[src/rtl/td4_pkg.sv]
// td4_pkg: definitions shared across the TD4 mother-board logic.
//   ADDR_W        : width of the CPU fetch address bus and of the breakpoint address
//   exec_state_t  : execution-controller state, encoded for direct display on LEDs
//   is_halted()   : true for the states in which the CPU is not progressing
package td4_pkg;

  localparam int ADDR_W = 4;

  typedef enum logic [1:0] {
    ST_IDLE  = 2'b00,
    ST_RUN   = 2'b01,
    ST_STEP  = 2'b10,
    ST_BREAK = 2'b11
  } exec_state_t;

  function automatic logic is_halted(input exec_state_t s);
    return (s == ST_IDLE) || (s == ST_BREAK);
  endfunction

endpackage

[src/rtl/debouncer.sv]
// debouncer: conditions a raw, bouncy, asynchronous push button.
//   A 2-flop synchronizer feeds a stability counter. The accepted level only
//   changes after the synchronized input has disagreed with it for
//   DEBOUNCE_CYCLES consecutive cycles; any agreeing cycle restarts the count.
//   A one-cycle registered pulse marks each accepted rising edge.
// Ports:
//   clock  in  system clock
//   reset  in  asynchronous active-high reset
//   btn    in  raw button, asynchronous to clock
//   pulse  out one-cycle strobe on an accepted press
module debouncer #(
  parameter int DEBOUNCE_CYCLES = 120_000
) (
  input  logic clock,
  input  logic reset,
  input  logic btn,
  output logic pulse
);

  // Counter only needs to reach DEBOUNCE_CYCLES-1; keep at least one bit.
  localparam int CNT_W = (DEBOUNCE_CYCLES > 1) ? $clog2(DEBOUNCE_CYCLES) : 1;
  localparam logic [CNT_W-1:0] CNT_LAST = CNT_W'(DEBOUNCE_CYCLES - 1);

  logic             meta_q;
  logic             sync_q;
  logic [CNT_W-1:0] cnt_q;
  logic [CNT_W-1:0] cnt_d;
  logic             level_q;
  logic             level_d;
  logic             level_dly_q;
  logic             pulse_q;

  always_comb begin
    cnt_d   = '0;
    level_d = level_q;
    if (sync_q != level_q) begin
      // The mismatch that completes the run is itself the accepting cycle.
      if (cnt_q == CNT_LAST) begin
        level_d = sync_q;
      end else begin
        cnt_d = cnt_q + 1'b1;
      end
    end
  end

  always_ff @(posedge clock or posedge reset) begin
    if (reset) begin
      meta_q      <= 1'b0;
      sync_q      <= 1'b0;
      cnt_q       <= '0;
      level_q     <= 1'b0;
      level_dly_q <= 1'b0;
      pulse_q     <= 1'b0;
    end else begin
      meta_q      <= btn;
      sync_q      <= meta_q;
      cnt_q       <= cnt_d;
      level_q     <= level_d;
      level_dly_q <= level_q;
      // Edge detect one cycle after acceptance keeps the pulse fully registered.
      pulse_q     <= level_q & ~level_dly_q;
    end
  end

  assign pulse = pulse_q;

endmodule

[src/rtl/exec_controller.sv]
// exec_controller: sequences the TD4 CPU by issuing a one-cycle cpu_enable
// strobe that gates every CPU register update.
//   IDLE  : waiting; run switch starts RUN, a button press issues one STEP.
//   RUN   : one strobe every DIV_COUNT clocks, unless the fetch address hits
//           the enabled breakpoint, in which case the controller enters BREAK.
//   STEP  : the single strobe cycle of a manual step; always returns to IDLE.
//   BREAK : parked at the breakpoint; step executes one instruction, dropping
//           the run switch returns to IDLE.
// Ports:
//   clock       in  system clock (only clock)
//   reset       in  asynchronous active-high reset
//   run_req     in  run switch level, asynchronous
//   step_btn    in  raw step push button, asynchronous and bouncy
//   bp_enable   in  breakpoint enable
//   bp_address  in  breakpoint address [ADDR_W]
//   address     in  current CPU fetch address [ADDR_W]
//   cpu_enable  out one-cycle instruction commit strobe
//   state       out current state encoding [2]
//   halted      out high in IDLE and BREAK
//   bp_hit      out high in BREAK
module exec_controller
  import td4_pkg::*;
#(
  parameter int DIV_COUNT       = 12_000_000,
  parameter int DEBOUNCE_CYCLES = 120_000
) (
  input  logic              clock,
  input  logic              reset,
  input  logic              run_req,
  input  logic              step_btn,
  input  logic              bp_enable,
  input  logic [ADDR_W-1:0] bp_address,
  input  logic [ADDR_W-1:0] address,
  output logic              cpu_enable,
  output logic [1:0]        state,
  output logic              halted,
  output logic              bp_hit
);

  localparam int DIV_W = $clog2(DIV_COUNT);
  localparam logic [DIV_W-1:0] DIV_LAST = DIV_W'(DIV_COUNT - 1);

  // Run switch synchronizer
  logic run_meta_q;
  logic run_sync_q;

  // Debounced step button edge
  logic step_pulse;

  // Controller state
  exec_state_t      state_q;
  exec_state_t      state_d;
  logic [DIV_W-1:0] div_q;
  logic [DIV_W-1:0] div_d;
  logic             bp_skip_q;
  logic             bp_skip_d;
  logic             cpu_enable_q;
  logic             cpu_enable_d;
  logic             halted_q;
  logic             bp_hit_q;
  logic             bp_match;

  debouncer #(
    .DEBOUNCE_CYCLES(DEBOUNCE_CYCLES)
  ) u_step_debounce (
    .clock (clock),
    .reset (reset),
    .btn   (step_btn),
    .pulse (step_pulse)
  );

  // Address only changes after a strobe, so it is settled by terminal count.
  assign bp_match = bp_enable && (address == bp_address);

  always_comb begin
    state_d      = state_q;
    div_d        = div_q;
    bp_skip_d    = bp_skip_q;
    cpu_enable_d = 1'b0;

    case (state_q)
      ST_IDLE: begin
        div_d = '0;
        // Run has priority; a coincident button press is dropped.
        if (run_sync_q) begin
          state_d = ST_RUN;
        end else if (step_pulse) begin
          state_d      = ST_STEP;
          cpu_enable_d = 1'b1;
        end
      end

      ST_STEP: begin
        state_d = ST_IDLE;
      end

      ST_RUN: begin
        if (!run_sync_q) begin
          state_d = ST_IDLE;
          div_d   = '0;
        end else if (div_q == DIV_LAST) begin
          div_d = '0;
          // bp_skip lets the instruction we last broke on run once.
          if (bp_match && !bp_skip_q) begin
            state_d   = ST_BREAK;
            bp_skip_d = 1'b1;
          end else begin
            cpu_enable_d = 1'b1;
          end
        end else begin
          div_d = div_q + 1'b1;
        end
      end

      ST_BREAK: begin
        if (!run_sync_q) begin
          state_d = ST_IDLE;
        end else if (step_pulse) begin
          state_d      = ST_STEP;
          cpu_enable_d = 1'b1;
        end
      end

      default: begin
        state_d = ST_IDLE;
        div_d   = '0;
      end
    endcase

    // Any executed instruction consumes the skip.
    if (cpu_enable_d) begin
      bp_skip_d = 1'b0;
    end
  end

  always_ff @(posedge clock or posedge reset) begin
    if (reset) begin
      run_meta_q   <= 1'b0;
      run_sync_q   <= 1'b0;
      state_q      <= ST_IDLE;
      div_q        <= '0;
      bp_skip_q    <= 1'b0;
      cpu_enable_q <= 1'b0;
      halted_q     <= 1'b1;
      bp_hit_q     <= 1'b0;
    end else begin
      run_meta_q   <= run_req;
      run_sync_q   <= run_meta_q;
      state_q      <= state_d;
      div_q        <= div_d;
      bp_skip_q    <= bp_skip_d;
      cpu_enable_q <= cpu_enable_d;
      halted_q     <= is_halted(state_d);
      bp_hit_q     <= (state_d == ST_BREAK);
    end
  end

  assign cpu_enable = cpu_enable_q;
  assign state      = state_q;
  assign halted     = halted_q;
  assign bp_hit     = bp_hit_q;

endmodule

[config.mk]
export PLATFORM = sky130hd
export DESIGN_NAME = exec_controller
export DESIGN_NICKNAME = d
export VERILOG_FILES = /design/src/rtl/td4_pkg.sv /design/src/rtl/debouncer.sv /design/src/rtl/exec_controller.sv
export SDC_FILE = /design/constraint.sdc
export NUM_CORES = 1
export LEC_CHECK = 0
export ABC_AREA = 1
export CORE_MARGIN = 3
export CORE_UTILIZATION = 40
export CTS_BUF_LIST = sky130_fd_sc_hd__clkbuf_8
export CTS_CLUSTER_DIAMETER = 40
export DETAILED_ROUTE_END_ITERATION = 10
export PLACE_DENSITY = 0.59
export SLEW_MARGIN = 20
export SYNTH_ARGS = -nofsm -noshare
export SYNTH_HDL_FRONTEND = slang
export SYNTH_HIERARCHICAL = 1
export SYNTH_SLANG_ARGS = --single-unit
[constraint.sdc]
create_clock -name clock -period 1.7 [get_ports clock]
set_input_delay 0.17 -clock clock [delete_from_list [all_inputs] [get_ports clock]]
set_output_delay 0.17 -clock clock [all_outputs]
set_load 0.05 [all_outputs]
# Word level (Yosys, flattened, before mapping)
# Index checks and enable logic that the tools add are counted.
# classes
add_sub_neg	2
n_eq_ne	8
mux	24
bitwise	2
reduce_logical	13
# ops
op	n
24-bit two-way mux	2
24-bit case mux with 2 select lines	1
17-bit two-way mux	2
24-bit by 1-bit adder with 24-bit output, second input constant	1
24-bit == test, second input constant	1
17-bit by 1-bit adder with 17-bit output, second input constant	1
17-bit == test, second input constant	1
2-bit two-way mux	6
1-bit two-way mux	11
2-bit nonzero test	5
2-bit case mux with 4 select lines	1
2-bit == test, second input constant	3
4-bit == test	1
2-bit logical NOT	2
4-bit AND reduction	1
1-bit case mux with 3 select lines	1
2-bit by 1-bit == test with 1-bit output, second input constant	1
1-bit logical AND	2
2-bit AND reduction	1
1-bit bitwise AND	1
1-bit logical NOT	1
1-bit logical OR	1
1-bit inequality test	1
1-bit NOT	1
# word_totals
regBits	54
inputBits	13
out_inout_bits	5
elab_cells	63

# Logic depth before layout (Yosys ltp)
# Gate-level depths: netlist of run 1.
# logic_depth
depth_word	9
ltp_mapped	11
depth_no_buf	11

# By module
# Netlist of run 1, hierarchy kept.
# by_module_without_submodules
module	n_inst	cells_each	area_each_um2	seq_area_each_um2
exec_controller	1	246	1848.0	802.0
debouncer	1	142	1166.1	550.5

# Worst setup path after synthesis of run 1
# OpenSTA, ideal clock, no wires.
# synth_path
path_kind	register to register
start	register state_q[1], in the netlist state[1]
end	register halted_q, in the netlist halted
setup_time_ps	58
arrival_time_ps	1704
required_ps	1642
slack_ps	-63
stages_incl_launch_ff	8
n_path_buf	2
synth_period_minus_slack_ps	1763
path_cell_list	dfrtp_1 -> buf_4 -> clkbuf_1 -> nor2_1 -> nand3_1 -> o21ai_0 -> ha_1 -> inv_1
# synth_via
elab_chain_len	6
word_cells_on_any_way	14
classes_between	eq/ne: 4; mux: 7; reduce/logical: 3
# synth_rtl
element	line_no	text
start, declared	exec_controller.sv:51	exec_state_t state_q;
start signal, assigned	exec_controller.sv:149	state_q <= state_d;
2-bit two-way mux	exec_controller.sv:104	if (bp_match && !bp_skip_q) begin
2-bit two-way mux	exec_controller.sv:101	end else if (div_q == DIV_LAST) begin
2-bit two-way mux	exec_controller.sv:98	if (!run_sync_q) begin
2-bit case mux with 4 select lines *	exec_controller.sv:81	case (state_q)
net state_d[1]	exec_controller.sv:52	exec_state_t state_d;
2-bit == test / 2-bit logical NOT (equally long branches)	td4_pkg.sv:17	return (s == ST_IDLE) || (s == ST_BREAK);
1-bit logical OR *	td4_pkg.sv:17	
end signal, assigned	exec_controller.sv:153	halted_q <= is_halted(state_d);
end, declared	exec_controller.sv:59	logic halted_q;
# The timed path passes the listed nets; every way through them passes the cells marked *.
# A chain may end at the register's enable or synchronous reset.

# Worst setup path after layout of run 1
# layout_path
start	register div_q[1]
end	register halted_q, in the netlist halted
# layout_via
elab_chain_len	6
word_cells_on_any_way	7
classes_between	eq/ne: 2; mux: 3; reduce/logical: 2
# layout_rtl
element	line_no	text
start, declared	exec_controller.sv:53	logic [DIV_W-1:0] div_q;
start signal, assigned	exec_controller.sv:150	div_q <= div_d;
24-bit == test *	exec_controller.sv:101	
2-bit two-way mux *	exec_controller.sv:101	
2-bit two-way mux *	exec_controller.sv:98	
2-bit case mux with 4 select lines *	exec_controller.sv:81	
net state_d[1]	exec_controller.sv:52	
2-bit == test / 2-bit logical NOT (equally long branches)	td4_pkg.sv:17	
1-bit logical OR *	td4_pkg.sv:17	
# Marks and branches as above.

==> results.tsv, run 1 <==
metric	value	unit
status	finished, final reports clean	
cts_max_level	2	
cp_max_fo	3	
worstSetupEndpointType	register	
power_density	657	mW/mm²
power.switching	0.560	mW
finalCritPeriodShare	95.8	%
comb_power_share	6.8	%
num_rows	31	
die_x	92.8	µm
start_kind	register	
clk_path_buf_depth	2	
grt_pass1_wl	10600	µm
synth_area	0.00301	mm²
rrSetupSlack	0.07	ns
cts_tree	yes	
dp_hpwl	4650	µm
synth_mux_area_share	0	%
skew	0.0123	ns
synth_xor_area_share	4.94	%
place_congestion	0.921	
root_buffer	clkbuf_8	
ir_drop	324	µV
worst_pin_slew	0.504	ns
seq_area_frac_synth	44.9	%
crit_arrival	1.89	ns
start_util	41.3	%
cap_viol_max_count	0	
hp-class	primary input to asynchronous set/reset pin	
area_growth	19.9	%
port_buffers	17	
timing_hold_violations_final	0	
grt_pass1_vias	2363	
clock_sinks	54	
timing.rr.end	halted	
final_util	49.6	%
fin_crit	1.63	ns
p_leak	1.60	nW
grt_max_degree	25	
ys_seq_elements	54	
syn_area_per_cell	7.77	µm²
drc	0	
synthesis.instances	388	
relSlewSlack	66.3	%
dieArea	0.00861	mm²
slew_violations	0	
layout-drive-gt1-share	19.6	%
ys_warn_count	6	
worst-setup-path-type	register to register	
synth-simple-area-share	37.2	%
setup_viol	0	
vias_per_cell	4.76	
antenna_cells	0	
fmax	614	MHz
io_pins	18	
clk_latency	0.31	ns
rsz0062_at_grt	true	
reg2regPathDepth	9	
place_area	0.00344	mm²
r2r_start	div_q[1]	
design_area	0.00361	mm²
grt_util_all_layers	15.0	%
slowest_delay	0.37	ns
hold_ws	0.144	ns
die_y	92.8	µm
num_vias	2535	
coreArea	0.00729	mm²
routed_wl	6170	µm
finalNetCount	449	
crit_chain	ha_2 > nand3_4 > nor2_4 > nand2_2 > nor2_2 > a21oi_1 > o21ai_1 > ha_1 > inv_1	
worstPathBufferInverterCount	1	
cp.required	1.96	ns
synth_top_family_by_area	simple AND/OR/NAND/NOR gates	
path_clk_slew	0.10	ns
cp_top_family	adder cells	
grt_overflow	0	
synth_compound_area_share	4.23	%
internal_power	1.82	mW
numCtsBuffers	5	
synthAdderAreaFrac	1.25	%
synth.distinct_cells	31	
syn_nets	404	
power_frac_seq	55.3	%
avgRoutedWirePerCell	11.6	µm
swShare	23.6	%
cp_slowest_cell	dfrtp_1	
p_clk_share	37.9	%
ant_nets	0	
first_pass_iters	4	
antenna_found_initial	0	
drt_iter0_markers	119	
==> metrics by stage <==
step / worst slack, ns / TNS [ns] / instances / total power, mW
after floorplan: 0.0375 / 0 / 388 / 1.43
after global placement: 0.00455 / 0 / 522 / 1.50
after detailed placement: -0.0584 / -0.0584 / 522 / 1.50
after CTS: 0.0429 / 0 / 530 / 2.41
after global routing: -0.0307 / -0.0430 / 533 / 2.48
final: 0.0716 / 0 / 533 / 2.38
==> worst max path at each step <==
stage | depth (start not counted) | to | start
floorplan | 9 | halted | div_q[0]
global placement | 11 | halted | bp_address[3]
detailed placement | 11 | halted | bp_address[3]
CTS | 9 | halted | div_q[0]
global route | 9 | halted | div_q[1]
finish | 9 | halted | div_q[1]
==> flip-flops by register name, indices dropped and copies added, names as in the netlist <==
| signal | cells |
|---|---|
| bp_hit | 1 |
| bp_skip_q | 1 |
| cpu_enable | 1 |
| div_q | 24 |
| halted | 1 |
| run_meta_q | 1 |
| run_sync_q | 1 |
| state | 2 |
| u_step_debounce/cnt_q | 17 |
| u_step_debounce/level_dly_q | 1 |
| u_step_debounce/level_q | 1 |
| u_step_debounce/meta_q | 1 |
| u_step_debounce/pulse | 1 |
| u_step_debounce/sync_q | 1 |
==> Yosys cell counts <==
cell	count	area, µm²
o21ai_2	2	17.5
nor2_1	61	229
buf_4	2	15.0
a21oi_1	6	30.0
inv_1	46	173
nor3b_1	2	15.0
nand3_1	20	100
and3_1	2	12.5
nor3_1	16	80.1
nand2_2	6	37.5
nor3_2	4	40.0
clkbuf_1	1	3.75
o21bai_2	2	22.5
nand3_2	3	30.0
o21ai_0	8	40.0
nand2_4	1	11.3
nand4_1	7	43.8
xor2_1	11	96.3
o21ai_1	1	5.00
buf_12	1	20.0
nor2_2	19	119
clkinv_4	1	8.76
nand2_1	95	357
inv_2	1	3.75
ha_1	3	37.5
clkinv_1	1	3.75
nor2_4	4	45.0
dfrtp_1	53	1330
o22ai_1	2	12.5
xnor2_1	6	52.6
dfstp_2	1	26.3
==> cell type report <==
| type | count | area, µm² |
|---|---|---|
| fillers | 727 | 3680 |
| flip-flops and latches | 54 | 1350 |
| inverters | 49 | 191 |
| clock inverters | 3 | 48.8 |
| well taps | 99 | 124 |
| multi-input cells | 281 | 1460 |
| clock buffers | 5 | 68.8 |
| repair buffers | 42 | 363 |
==> cells by family after synthesis <==
logic type | Yosys count
compound gates | 21
simple gates | 240
xor+xnor | 17
buf+inv | 53
flops | 54
fa+ha+maj | 3
==> routing by layer <==
metal | global-route usage, % | wire (µm) | vias up
met2 | 24.8 | 2990 | 37
li1 | - | - | 1303
met3 | 2.27 | 211 | 4
met1 | 20.1 | 2920 | 1191
met5 | 0 | 0 | -
met4 | 4.76 | 52 | 0
==> cells in the final DEF, fill, tap and decap left out, types with 7 or more instances in the layout <==
cell type         n
nor2_1           59
buf_4            27
nand2_1          95
dfrtp_1          52
xor2_1           11
o21ai_0           7
inv_1            46
nand3_1          20
nand4_1           7
clkdlybuf4s50_1  14
nor2_2           19
nor3_1           15
==> power by group through the flow <==
stage | clock (mW) | combinational, mW | sequential, mW
after global routing | 0.979 | 0.181 | 1.32
after detailed placement | 0 | 0.162 | 1.34
after global placement | 0 | 0.161 | 1.34
final | 0.900 | 0.161 | 1.31
after floorplan | 0 | 0.0839 | 1.35
after CTS | 0.930 | 0.163 | 1.31
==> what timing repair did <==
action                     in CTS  in global routing
gates resized for setup         1                  8
setup endpoints to repair       1                  8
pin swaps                       0                  5
hold buffers                    0                  0
buffers inserted                0                  3
Note: power is estimated with default switching activity, not from simulation.
==> run 2, diff against run 1 <==
--- a/config.mk
+++ b/config.mk
@@ -9,9 +9,10 @@
 export CORE_MARGIN = 3
 export CORE_UTILIZATION = 40
 export CTS_BUF_LIST = sky130_fd_sc_hd__clkbuf_8
-export CTS_CLUSTER_DIAMETER = 40
+export CTS_CLUSTER_SIZE = 25
 export DETAILED_ROUTE_END_ITERATION = 10
-export PLACE_DENSITY = 0.59
+export DONT_BUFFER_PORTS = 1
+export PLACE_DENSITY = 0.55
 export SLEW_MARGIN = 20
 export SYNTH_ARGS = -nofsm -noshare
 export SYNTH_HDL_FRONTEND = slang
==> run 2 against run 1 <==
Power fell by 6.3%. Sequential share of layout area rose by 2.2 points. Design area fell by 5.6%. Final cell count fell by 3.2%. Clock power fell by 13%. Via count fell by 4.5%. Non-clock buffer count fell by 17. Critical endpoint unchanged. Die area did not move. Sequential cell count did not move. Sequential power barely moved. Routed wire length fell by 0.86%.
==> results.tsv, run 2 (synthesis gave the netlist of run 1 again) <==
metric	value	unit	change
antenna_cells	0		unchanged
cts_setup_buffers	0		unchanged
dp_hpwl	4670	µm	+0.42%
path_clk_slew	0.11	ns	about the same
num_rows	31		unchanged
largest_register_ffs	24		unchanged
die_x	92.8	µm	unchanged
io_pins	18		unchanged
port_buffers	0		-17
cp_max_fo	3		unchanged
area_growth	13.2	%	
largest-register	div_q		
cp_top_family	adder cells		
die_y	92.8	µm	unchanged
drt_iter0_markers	68		-43%
ir_drop	330	µV	+1.8%
finalCritPeriodShare	94.5	%	-1.3 points
crit_chain	ha_2 > nand3_2 > nor2_4 > nand2_2 > nor2_2 > a21oi_1 > o21ai_1 > ha_1 > inv_1		
fmax	622	MHz	+1.3%
skew	0.0115	ns	-0.000854 ns
layout-drive-gt1-share	18.7	%	-0.88 points
routed_wl	6120	µm	-0.86%
start_util	41.3	%	unchanged
drc	0		unchanged
first_pass_iters	4		unchanged
clock_sinks	54		unchanged
cts_max_level	2		unchanged
cts_tree	yes		
avgRoutedWirePerCell	11.9	µm	+2.4%
layout_commonest_cell	nand2_1		
vias_per_cell	4.69		-1.4%
setup_viol	0		unchanged
worstPathBufferInverterCount	1		unchanged
slowest_delay	0.38	ns	about the same
grt_pass1_vias	2435		+3.0%
coreArea	0.00729	mm²	unchanged
clk_path_buf_depth	2		unchanged
nFillCells	768		+5.6%
status	finished, final reports clean		
timing.setup.tns	0	ns	unchanged
start_kind	register		
ant_nets	0		unchanged
cap_viol_max_count	0		unchanged
final_cell_mix	94 x nand2_1, 60 x nor2_1, 52 x dfrtp_1		
hp-class	primary input to register		
slew_violations	0		unchanged
power_density	653	mW/mm²	-0.71%
relSlewSlack	70.3	%	+4.0 points
worst_pin_slew	0.446	ns	-0.0579 ns
root_buffer	clkbuf_8		
num_vias	2421		-4.5%
p_leak	1.51	nW	-5.5%
worstSetupEndpointType	register		
dp_slack	0.0291	ns	+0.0876 ns
fin_crit	1.61	ns	-0.0215 ns
numCtsBuffers	5		unchanged
place_congestion	0.872		-5.4%
rsz0062_at_grt	true		
cp_slowest_cell	dfrtp_1		
design_area	0.00341	mm²	-5.6%
finalNetCount	432		-3.8%
cp.required	1.97	ns	about the same
grt_max_degree	23		-8.0%
crit_arrival	1.88	ns	about the same
grt_overflow	0		unchanged
grt_pass1_wl	11000	µm	+4.2%
dieArea	0.00861	mm²	unchanged
clk_latency	0.32	ns	about the same
worst-setup-path-type	register to register		
antenna_found_initial	0		unchanged
place_area	0.00327	mm²	-5.1%
grt_util_all_layers	15.8	%	+0.79 points
timing_hold_violations_final	0		unchanged
setup_ws	0.0931	ns	+0.0215 ns
-- run 2: tightest hold or removal path: cells and delay by family --
kind,cells,cell delay (ns)
simple gates,7,0.40
-- run 2: report_power, final --
group / switching [mW] / leakage [nW] / internal [mW]
clock network: 0.471 / 0.0506 / 0.309
registers: 0.0172 / 0.733 / 1.30
logic: 0.0861 / 0.728 / 0.0402
total: 0.574 / 1.51 / 1.65
-- run 2: area by class of cell --
| cell class | count | area [µm²] | share of cell area [%] |
|---|---|---|---|
| Sequential cell | 54 | 1350 | 39.7 |
| Multi-Input combinational cell | 281 | 1450 | 42.6 |
| Inverter | 49 | 189 | 5.54 |
| Timing Repair Buffer | 25 | 195 | 5.72 |
| Clock inverter | 3 | 28.8 | 0.844 |
| Clock buffer | 5 | 68.8 | 2.02 |
| Tap cell | 99 | 124 | 3.63 |
-- run 2: final timing paths --
kind                            slack, ns  cells past startpoint              startpoint                      to
worst max register to register       0.09                      9                div_q[1]                  halted
min in group asynchronous            0.33                      3                   reset               bp_skip_q
max in group asynchronous            1.10                      3                   reset                  halted
worst min-delay path                 0.29                      7               bp_enable              cpu_enable
worst min register to register       0.36                      0  u_step_debounce/meta_q  u_step_debounce/sync_q
worst max-delay path                 0.09                      9                div_q[1]                  halted
-- run 2: metrics by stage --
step	hold slack, ns	total power [mW]	util (%)	std cells
floorplan	0.159	1.43	-	388
global placement	0.100	1.47	44.8	505
detailed placement	0.109	1.47	44.8	505
CTS	0.290	2.27	46.5	516
global route	0.330	2.34	46.8	516
finish	0.286	2.23	46.8	516
-- run 2: repair_timing --
item                                   CTS  global route
pin swaps                                0             2
setup endpoints to repair                1             4
hold buffers                             3             0
gates resized for setup                  1             5
endpoints found under the hold margin   55             0
-- run 2: layer usage --
metal,global-route usage [%],wire length (µm)
met5,0,0
met4,5.62,82
met2,26.4,2910
met3,2.03,164
met1,20.9,2960
==> run 3, diff against run 2 <==
--- a/config.mk
+++ b/config.mk
@@ -13,6 +13,7 @@
 export DETAILED_ROUTE_END_ITERATION = 10
 export DONT_BUFFER_PORTS = 1
 export PLACE_DENSITY = 0.55
+export REMOVE_ABC_BUFFERS = 1
 export SLEW_MARGIN = 20
 export SYNTH_ARGS = -nofsm -noshare
 export SYNTH_HDL_FRONTEND = slang
==> run 3 against run 2 <==
First-iteration DRC count up 54%. Design area up 0.62%. Sequential cell count unchanged. Global-route usage up 0.11 points. Routed wire length up 3.3%. Die area unchanged. Worst setup slack better by 0.027 ns. Clock-buffer cell count unchanged. Sequential share of layout area down 0.28 points.
==> results.tsv, run 3 (synthesis gave the netlist of run 1 again) <==
metric	value	unit	change
final_cells	517		+0.19%
status	finished, final reports clean		
largest-register	div_q		
fmax	633	MHz	+1.7%
area_growth	13.9	%	
p_leak	1.52	nW	+0.72%
ant_nets	0		unchanged
cts_tree	yes		
vias_per_cell	4.77		+1.7%
dp.cells	505		unchanged
ir_drop	389	µV	+18%
layout-drive-gt1-share	19.1	%	+0.43 points
path_clk_slew	0.10	ns	about the same
routed_wl	6320	µm	+3.3%
finalNetCount	433		+0.23%
dp_hpwl	4590	µm	-1.8%
finalCritPeriodShare	92.9	%	-1.6 points
io_pins	18		unchanged
drt_iter0_markers	105		+54%
cp_slowest_cell	dfrtp_1		
finalPower	2.17	mW	-2.6%
die_x	92.8	µm	unchanged
start_util	41.3	%	unchanged
grt_max_degree	33		+43%
slew_violations	0		unchanged
hp-class	primary input to register		
antenna_cells	0		unchanged
skew	0.0168	ns	+0.00536 ns
root_buffer	clkbuf_8		
place_congestion	0.835		-4.1%
die_y	92.8	µm	unchanged
first_pass_iters	4		unchanged
timing_hold_violations_final	0		unchanged
cts_max_level	2		unchanged
grt_pass1_vias	2421		-0.57%
worst-setup-path-type	register to register		
clk_latency	0.31	ns	about the same
worst_pin_slew	0.442	ns	-0.00397 ns
port_buffers	0		unchanged
clock_sinks	54		unchanged
dieArea	0.00861	mm²	unchanged
clk_path_buf_depth	2		unchanged
num_rows	31		unchanged
grt_pass1_wl	11100	µm	+0.69%
start_kind	register		
largest_register_ffs	24		unchanged
layout_commonest_cell	nand2_1		
cap_viol_max_count	0		unchanged
numCtsBuffers	5		unchanged
cp.required	1.91	ns	-0.06 ns
antenna_found_initial	0		unchanged
avgRoutedWirePerCell	12.2	µm	+3.1%
worstSetupEndpointType	register		
final_cell_mix	94 x nand2_1, 59 x nor2_1, 53 x dfrtp_1		
grt_overflow	0		unchanged
fin_crit	1.58	ns	-0.0270 ns
grt_util_all_layers	15.9	%	+0.11 points
relSlewSlack	70.5	%	+0.26 points
power_density	632	mW/mm²	-3.2%
drc	0		unchanged
coreArea	0.00729	mm²	unchanged
cp_max_fo	3		unchanged
crit_arrival	1.79	ns	-0.09 ns
slowest_delay	0.38	ns	about the same
final_util	47.1	%	+0.29 points
setup_viol	0		unchanged
hold_ws	0.275	ns	-0.0109 ns
num_vias	2466		+1.9%
crit_chain	ha_2 > nand3_2 > nor2_4 > buf_4 > nand2_1 > nor2_2 > nand2_1 > xor2_2 > nor2_2		
[run 3: changes by cell type in the layout (fill, tap and decap cells not counted), sizes merged]
cell	before	now
buf	22	23
[run 3: area by class of cell]
cell class                      count  area (µm²)
Fill cell                         748        3860
Sequential cell                    54        1350
Clock buffer                        5        68.8
Clock inverter                      3        17.5
Timing Repair Buffer               26         215
Tap cell                           99         124
Multi-Input combinational cell    281        1470
Inverter                           49         189
[run 3: per-stage QoR]
| stage | cell area (µm²) | setup TNS (ns) | setup WS (ns) |
|---|---|---|---|
| global route | 3430 | -0.0608 | -0.0211 |
| global placement | 3280 | 0 | 0.0495 |
| detailed placement | 3280 | -0.0111 | -0.0111 |
| floorplan | 2980 | -3.29 | -0.301 |
| CTS | 3390 | 0 | 0.0286 |
| finish | 3430 | 0 | 0.120 |
[run 3: metal layers]
| metal | up-vias | GRT usage (%) | part of all wire (%) |
|---|---|---|---|
| li1 | 1262 | - | - |
| met4 | 0 | 3.91 | 1.5 |
| met3 | 9 | 2.60 | 2.5 |
| met5 | - | 0 | 0 |
| met2 | 38 | 29.3 | 50 |
| met1 | 1157 | 19.1 | 46 |
[run 3: worst max-delay path, delay by kind of cell, from the launching register on]
family	cells	cell delay, ns
xor+xnor	1	0.17
buf+inv	1	0.12
flops	1	0.38
fa+ha+maj	1	0.21
simple gates	6	0.60
[run 3: path summary, 6_finish.rpt]
| check | slack [ns] | cells after the start | startpoint | end |
|---|---|---|---|---|
| worst max-delay path | 0.12 | 9 | div_q[0] | div_q[12] |
| worst min-delay path | 0.27 | 7 | bp_enable | cpu_enable |
| worst max register to register | 0.12 | 9 | div_q[0] | div_q[12] |
| worst min register to register | 0.36 | 0 | run_meta_q | run_sync_q |
| max in group asynchronous | 0.97 | 3 | reset | halted |
| min in group asynchronous | 0.36 | 3 | reset | u_step_debounce/level_dly_q |
[run 3: power by group]
group / switching (mW) / internal, mW
logic: 0.0853 / 0.0378
registers: 0.0189 / 1.30
clock network: 0.435 / 0.289
[run 3: what timing repair did]
action,CTS,global route
buffers inserted,0,1
hold buffers,3,0
hold endpoints to repair,55,0
pin swaps,0,1
endpoints found under the setup margin,1,7
resized for setup,1,8
